## config.mk

```make
export PLATFORM = sky130hd
export DESIGN_NAME = piso_frame_tx
export DESIGN_NICKNAME = d
export VERILOG_FILES = /design/src/rtl/uart_pkg.sv /design/src/rtl/sync_fifo.sv /design/src/rtl/piso_frame_tx.sv
export SDC_FILE = /design/constraint.sdc
export NUM_CORES = 1
export LEC_CHECK = 0
export CAP_MARGIN = 40
export CELL_PAD_IN_SITES_DETAIL_PLACEMENT = 2
export CELL_PAD_IN_SITES_GLOBAL_PLACEMENT = 2
export CORE_ASPECT_RATIO = 1.1
export CORE_MARGIN = 1
export CORE_UTILIZATION = 35
export DETAILED_ROUTE_END_ITERATION = 8
export PLACE_DENSITY_LB_ADDON = 0.12
export SYNTH_ARGS = -nofsm -noshare
export SYNTH_HDL_FRONTEND = slang
export SYNTH_SLANG_ARGS = --single-unit
```

## constraint.sdc

```tcl
create_clock -name baud_clk -period 3.1 [get_ports baud_clk]
set_input_delay 0.465 -clock baud_clk [delete_from_list [all_inputs] [get_ports baud_clk]]
set_output_delay 0.465 -clock baud_clk [all_outputs]
set_load 0.005 [all_outputs]
```

## src/rtl/uart_pkg.sv

```systemverilog
// Shared definitions for the framed PISO transmitter: parity codes, FSM states, data-length decode.
// Latency: none (constants and a pure function only).
// Backpressure: not applicable.
package uart_pkg;

    // Parity selection codes; 2'b11 is treated the same as PAR_NONE.
    localparam logic [1:0] PAR_NONE = 2'b00;
    localparam logic [1:0] PAR_ODD  = 2'b01;
    localparam logic [1:0] PAR_EVEN = 2'b10;

    // Framing FSM states.
    typedef logic [2:0] state_t;
    localparam state_t ST_IDLE   = 3'd0;
    localparam state_t ST_START  = 3'd1;
    localparam state_t ST_DATA   = 3'd2;
    localparam state_t ST_PARITY = 3'd3;
    localparam state_t ST_STOP   = 3'd4;

    // data_len code 00..11 selects 5..8 bits, never more than the datapath width.
    function automatic int unsigned len_from_code(input logic [1:0] code,
                                                  input int unsigned max_w);
        int unsigned w;
        w = 32'd5 + {30'd0, code};
        return (w > max_w) ? max_w : w;
    endfunction

endpackage

```

## src/rtl/sync_fifo.sv

```systemverilog
// Single-clock FIFO with wrap-bit pointers; head word visible combinationally on rd_dat.
// Latency: a word pushed at edge E is visible at the head after E (readable from E+1).
// Backpressure: pushes while full and pops while empty are ignored; full/empty from pre-edge state.
module sync_fifo #(
    parameter int W     = 8,
    parameter int DEPTH = 4
) (
    input  logic         baud_clk,
    input  logic         reset_n,
    input  logic         push,
    input  logic [W-1:0] wr_dat,
    input  logic         pop,
    output logic [W-1:0] rd_dat,
    output logic         full,
    output logic         empty
);

    localparam int AW = $clog2(DEPTH);

    logic [W-1:0] mem_q [DEPTH];
    logic [AW:0]  wr_ptr_q, wr_ptr_d;
    logic [AW:0]  rd_ptr_q, rd_ptr_d;
    logic         push_ok;
    logic         pop_ok;

    // Same index with differing wrap bits means every slot is occupied.
    assign full    = (wr_ptr_q[AW] != rd_ptr_q[AW]) && (wr_ptr_q[AW-1:0] == rd_ptr_q[AW-1:0]);
    assign empty   = (wr_ptr_q == rd_ptr_q);
    assign push_ok = push && !full;
    assign pop_ok  = pop && !empty;
    assign rd_dat  = mem_q[rd_ptr_q[AW-1:0]];

    // Pointer advance; natural wrap of the AW+1 bit counters gives modulo-DEPTH indexing.
    always_comb begin
        wr_ptr_d = wr_ptr_q;
        rd_ptr_d = rd_ptr_q;
        if (push_ok) wr_ptr_d = wr_ptr_q + 1'b1;
        if (pop_ok)  rd_ptr_d = rd_ptr_q + 1'b1;
    end

    // Pointer registers; clearing them empties the FIFO.
    always_ff @(posedge baud_clk or negedge reset_n) begin
        if (!reset_n) begin
            wr_ptr_q <= '0;
            rd_ptr_q <= '0;
        end else begin
            wr_ptr_q <= wr_ptr_d;
            rd_ptr_q <= rd_ptr_d;
        end
    end

    // Storage array; contents are don't-care until written, so no reset.
    always_ff @(posedge baud_clk) begin
        if (push_ok) mem_q[wr_ptr_q[AW-1:0]] <= wr_dat;
    end

endmodule

```

## src/rtl/piso_frame_tx.sv

```systemverilog
// Buffers host words and shifts each out LSB-first as start/data/parity/stop frames.
// Latency: word pushed at edge E starts its start bit at E+1 at the earliest; one bit per baud_clk.
// Backpressure: fifo_full reported; pushes while full are dropped and flagged by a 1-cycle overflow.
module piso_frame_tx
    import uart_pkg::*;
#(
    parameter int DATA_W     = 8,
    parameter int FIFO_DEPTH = 4
) (
    input  logic              baud_clk,
    input  logic              reset_n,
    input  logic              send,
    input  logic [DATA_W-1:0] data_in,
    input  logic [1:0]        data_len,
    input  logic [1:0]        parity_type,
    input  logic              stop_bits,
    output logic              data_tx,
    output logic              active_flag,
    output logic              done_flag,
    output logic              fifo_full,
    output logic              overflow
);

    localparam int CNT_W = $clog2(DATA_W + 1);

    logic [DATA_W-1:0] fifo_rd_dat;
    logic              fifo_empty;
    logic              fifo_full_w;
    logic              pop;

    state_t            state_q, state_d;
    logic [DATA_W-1:0] shift_q, shift_d;
    logic [CNT_W-1:0]  nbits_q, nbits_d;
    logic [CNT_W-1:0]  bit_cnt_q, bit_cnt_d;
    logic              par_en_q, par_en_d;
    logic              par_bit_q, par_bit_d;
    logic              two_stop_q, two_stop_d;
    logic              tx_q, tx_d;
    logic              active_q, active_d;
    logic              done_q, done_d;
    logic              ovf_q, ovf_d;

    logic [CNT_W-1:0]  launch_nbits;
    logic              launch_ones;
    logic              last_stop;
    logic              do_launch;
    logic [CNT_W-1:0]  stop_target;

    sync_fifo #(
        .W     (DATA_W),
        .DEPTH (FIFO_DEPTH)
    ) u_fifo (
        .baud_clk (baud_clk),
        .reset_n  (reset_n),
        .push     (send),
        .wr_dat   (data_in),
        .pop      (pop),
        .rd_dat   (fifo_rd_dat),
        .full     (fifo_full_w),
        .empty    (fifo_empty)
    );

    // Per-frame configuration sampled from the live inputs at the moment of launch.
    always_comb begin
        launch_nbits = CNT_W'(len_from_code(data_len, DATA_W));
        launch_ones  = 1'b0;
        for (int i = 0; i < DATA_W; i++) begin
            if (i < int'(launch_nbits)) launch_ones = launch_ones ^ fifo_rd_dat[i];
        end
    end

    assign stop_target = two_stop_q ? CNT_W'(2) : CNT_W'(1);
    assign last_stop   = (state_q == ST_STOP) && (bit_cnt_q == stop_target);
    // Launch from idle, or straight out of the final stop bit so frames run back-to-back.
    assign do_launch   = !fifo_empty && ((state_q == ST_IDLE) || last_stop);
    assign pop         = do_launch;

    // Framing FSM and shifter; tx_d is the bit that will be on the line next cycle.
    always_comb begin
        state_d    = state_q;
        shift_d    = shift_q;
        nbits_d    = nbits_q;
        bit_cnt_d  = bit_cnt_q;
        par_en_d   = par_en_q;
        par_bit_d  = par_bit_q;
        two_stop_d = two_stop_q;
        tx_d       = tx_q;
        active_d   = active_q;
        done_d     = 1'b0;
        ovf_d      = send && fifo_full_w;

        case (state_q)
            ST_IDLE: begin
                tx_d     = 1'b1;
                active_d = 1'b0;
            end
            ST_START: begin
                state_d   = ST_DATA;
                tx_d      = shift_q[0];
                shift_d   = shift_q >> 1;
                bit_cnt_d = CNT_W'(1);
            end
            ST_DATA: begin
                if (bit_cnt_q == nbits_q) begin
                    if (par_en_q) begin
                        state_d = ST_PARITY;
                        tx_d    = par_bit_q;
                    end else begin
                        state_d   = ST_STOP;
                        tx_d      = 1'b1;
                        bit_cnt_d = CNT_W'(1);
                    end
                end else begin
                    tx_d      = shift_q[0];
                    shift_d   = shift_q >> 1;
                    bit_cnt_d = bit_cnt_q + 1'b1;
                end
            end
            ST_PARITY: begin
                state_d   = ST_STOP;
                tx_d      = 1'b1;
                bit_cnt_d = CNT_W'(1);
            end
            ST_STOP: begin
                tx_d = 1'b1;
                if (last_stop) begin
                    done_d   = 1'b1;
                    state_d  = ST_IDLE;
                    active_d = 1'b0;
                end else begin
                    bit_cnt_d = bit_cnt_q + 1'b1;
                end
            end
            default: begin
                state_d  = ST_IDLE;
                tx_d     = 1'b1;
                active_d = 1'b0;
            end
        endcase

        if (do_launch) begin
            state_d    = ST_START;
            shift_d    = fifo_rd_dat;
            nbits_d    = launch_nbits;
            par_en_d   = (parity_type == PAR_ODD) || (parity_type == PAR_EVEN);
            par_bit_d  = (parity_type == PAR_ODD) ? ~launch_ones : launch_ones;
            two_stop_d = stop_bits;
            tx_d       = 1'b0;
            active_d   = 1'b1;
        end
    end

    // State registers; reset abandons any frame and parks the line high.
    always_ff @(posedge baud_clk or negedge reset_n) begin
        if (!reset_n) begin
            state_q    <= ST_IDLE;
            shift_q    <= '0;
            nbits_q    <= '0;
            bit_cnt_q  <= '0;
            par_en_q   <= 1'b0;
            par_bit_q  <= 1'b0;
            two_stop_q <= 1'b0;
            tx_q       <= 1'b1;
            active_q   <= 1'b0;
            done_q     <= 1'b0;
            ovf_q      <= 1'b0;
        end else begin
            state_q    <= state_d;
            shift_q    <= shift_d;
            nbits_q    <= nbits_d;
            bit_cnt_q  <= bit_cnt_d;
            par_en_q   <= par_en_d;
            par_bit_q  <= par_bit_d;
            two_stop_q <= two_stop_d;
            tx_q       <= tx_d;
            active_q   <= active_d;
            done_q     <= done_d;
            ovf_q      <= ovf_d;
        end
    end

    assign data_tx     = tx_q;
    assign active_flag = active_q;
    assign done_flag   = done_q;
    assign overflow    = ovf_q;
    assign fifo_full   = fifo_full_w;

endmodule

```

==> out/results.ini <==
[sta]
layout_setup_ws_ns = 0.532
rsz0062_at_grt = no
fin_hold_ws_ns = 0.484
finalMaxSlewViolations = 0
setup_viol = 0
fmax_ghz = 0.389
setup_tns_ns = 0
clock_skew_ns = 0.00812
finalCritPeriodShare = 0.829
hold_violations = 0
post-route-min-period_ns = 2.57
tightest_slew_ns = 0.692
maxSlewHeadroom = 0.531

[cts]
h-tree-depth = 3
cts_tree = done
hold_buffers = 0
cts_num_sinks = 64
worstSkewPairLatency_ns = 0.35
post-cts-setup-buffers = 0
clkTransAtPathRegs_ns = 0.07
cts_buffers = 9
cts-root-buf = clkbuf_8
post_cts_resized = 0
cts_buffer_depth = 2

[power]
peakVddDrop_v = 0.000365
p_switching_mw = 1.49
clkPwrFrac = 0.209
p_leak_nw = 1.39
power_mw = 3.90
internal-power_mw = 2.41
switching_share = 0.382
cellPowerDensity_nw_per_um2 = 1100
pwr-share-seq = 0.380
p_comb_frac = 0.411

[finish]
fin_area_um2 = 3530
finalCoreUtilization = 0.425
syn_to_final_growth_pct = 18.0
layout.cells.non_filler = 377
antenna_cells = 0
nets = 288
n_fill_cell = 839
drive_above_1_share = 0.0977

[floorplanning]
dieArea_um2 = 8930
initial_core_util = 0.360
dieWidth_um = 90.2
core_area_um2 = 8320
io_pins = 21
fp.dieH_um = 99.0
rows = 35

[detailed_routing]
via_per_inst = 4.96
dr_wl_met3_um = 184
wl_met2_mm = 3.21
drc = 0
wl_per_cell_um = 17.2
wl_met1_mm = 2.97
routed_wl_mm = 6.47
antenna_left = 0
drt-initial-drc-count = 41
firstDrtPassIters = 4
vias = 1871
top_layer = met4

[placed_design]
dp_hpwl_mm = 4.66
dp_cells = 361
dpl_cell_area_um2 = 3300
pre_cts_ws_ns = 0.473
gp_congestion = 0.700
port_buffers = 20

[worst_setup_path]
r2r_cells = 7
cp_max_fo = 11
end_kind = output port
cp_data_arrival_time_ns = 2.10
cp.required_ns = 2.63
startpoint_type = register
criticalPathCategory = register to output port

[global_route]
antenna_found_initial = 0
overflow = 0
track_usage = 0.166
grt_pass1_wl_mm = 11.1
grt_pass1_vias = 2111
grt_max_degree = 33

[synth]
ys.flop_type = edfxtp_1
yosys_warnings = 0
synth.avg_cell_area_um2 = 12.7
ys_types = 39
synthesis.area_um2 = 2990
synth_cells = 235
synth_edf_count = 32
yosysSeqAreaShare = 0.589
synth_seq_cells = 64
synth_nets = 262
synthArstFlopShare = 0.500

[status]
status = complete, no violations

[hold_path]
holdCritPathClass = register to register
hold_depth = 1

[run]
max_cap_viol_count = 0

synth_stat cells, types with 2 or more instances:
master,instances,area [um2]
and2_1,6,37.5
a21oi_1,6,30.0
dfrtp_1,31,776
ha_1,11,138
nor2_1,8,30.0
xnor2_1,14,123
o21ai_1,3,15.0
o21ai_0,20,100
nand2b_1,4,25.0
nand2_1,38,143
edfxtp_1,32,961
xor2_1,5,43.8
inv_1,7,26.3
nor3_1,3,15.0
o31ai_1,2,15.0
nor2b_1,4,25.0
mux4_1,6,158
mux4_2,2,45.0
nand3_1,2,10.0
mux2i_1,8,80.1
clkbuf_1,5,18.8
per-layer routing:
| layer | track usage | vias to the layer above |
|---|---|---|
| met3 | 0.0463 | 8 |
| met5 | 0 | - |
| met2 | 0.278 | 23 |
| met1 | 0.207 | 949 |
| met4 | 0.0596 | 0 |
| li1 | - | 891 |
cell type report:
cell class | instances | area [um2] | share of cell area
inverters | 7 | 26.3 | 0.00744
clock inverters | 7 | 104 | 0.0294
repair buffers | 22 | 215 | 0.0609
clock buffers | 9 | 124 | 0.0351
multi-input cells | 157 | 1160 | 0.329
flip-flops and latches | 64 | 1760 | 0.499
well taps | 111 | 139 | 0.0393
cell families (layout without fill, tap and decap cells):
logic type	count (synthesis)	after routing	synth area share
buffers and inverters	14	45	0.0234
AND/OR/NAND/NOR	72	72	0.114
adder cells (fa/ha/maj)	11	11	0.0460
XOR/XNOR	20	20	0.0610
AO/OA/AOI/OAI	38	38	0.0727
flip-flops	64	64	0.589
multiplexers	16	16	0.0944
registers in the layout, indices dropped and copies added (netlist names), 3 cells and up:
name	flops
nbits_q	4
u_fifo.rd_ptr_q	3
u_fifo.mem_q	32
u_fifo.wr_ptr_q	3
shift_q	8
bit_cnt_q	4
state_q	3
critical path: stages (launching register included):
cell	delay (ns)
dfrtp_1	0.70
xor2_1	0.18
nor3_1	0.31
clkdlybuf4s50_1	0.57
power groups by stage:
stage / combinational, mW / sequential [mW] / clock (mW)
after floorplan: 1.29 / 1.36 / 0
after global placement: 1.58 / 1.50 / 0
after detailed placement: 1.64 / 1.51 / 0
after CTS: 1.65 / 1.49 / 0.838
after global routing: 1.84 / 1.53 / 0.878
final: 1.60 / 1.48 / 0.815
worst paths after layout:
path / slack [ns] / from / end
max: 0.53 / u_fifo.rd_ptr_q[0] / fifo_full
min: 0.48 / u_fifo.wr_ptr_q[2] / u_fifo.wr_ptr_q[2]
max reg2reg: 0.78 / u_fifo.rd_ptr_q[0] / par_bit_q
min reg2reg: 0.48 / u_fifo.wr_ptr_q[2] / u_fifo.wr_ptr_q[2]
max in group asynchronous: 2.22 / reset_n / data_tx
min in group asynchronous: 0.53 / reset_n / bit_cnt_q[0]
cells in the final DEF (no fill, tap or decap), types with 6 or more instances in the layout:
| master | n |
|---|---|
| a21oi_1 | 6 |
| and2_1 | 6 |
| clkbuf_8 | 9 |
| clkdlybuf4s50_1 | 20 |
| dfrtp_1 | 31 |
| edfxtp_1 | 32 |
| ha_1 | 11 |
| inv_1 | 7 |
| mux2i_1 | 8 |
| mux4_1 | 6 |
| nand2_1 | 38 |
| nor2_1 | 8 |
| o21ai_0 | 20 |
| xnor2_1 | 14 |
(Power assumes the default switching activity.)
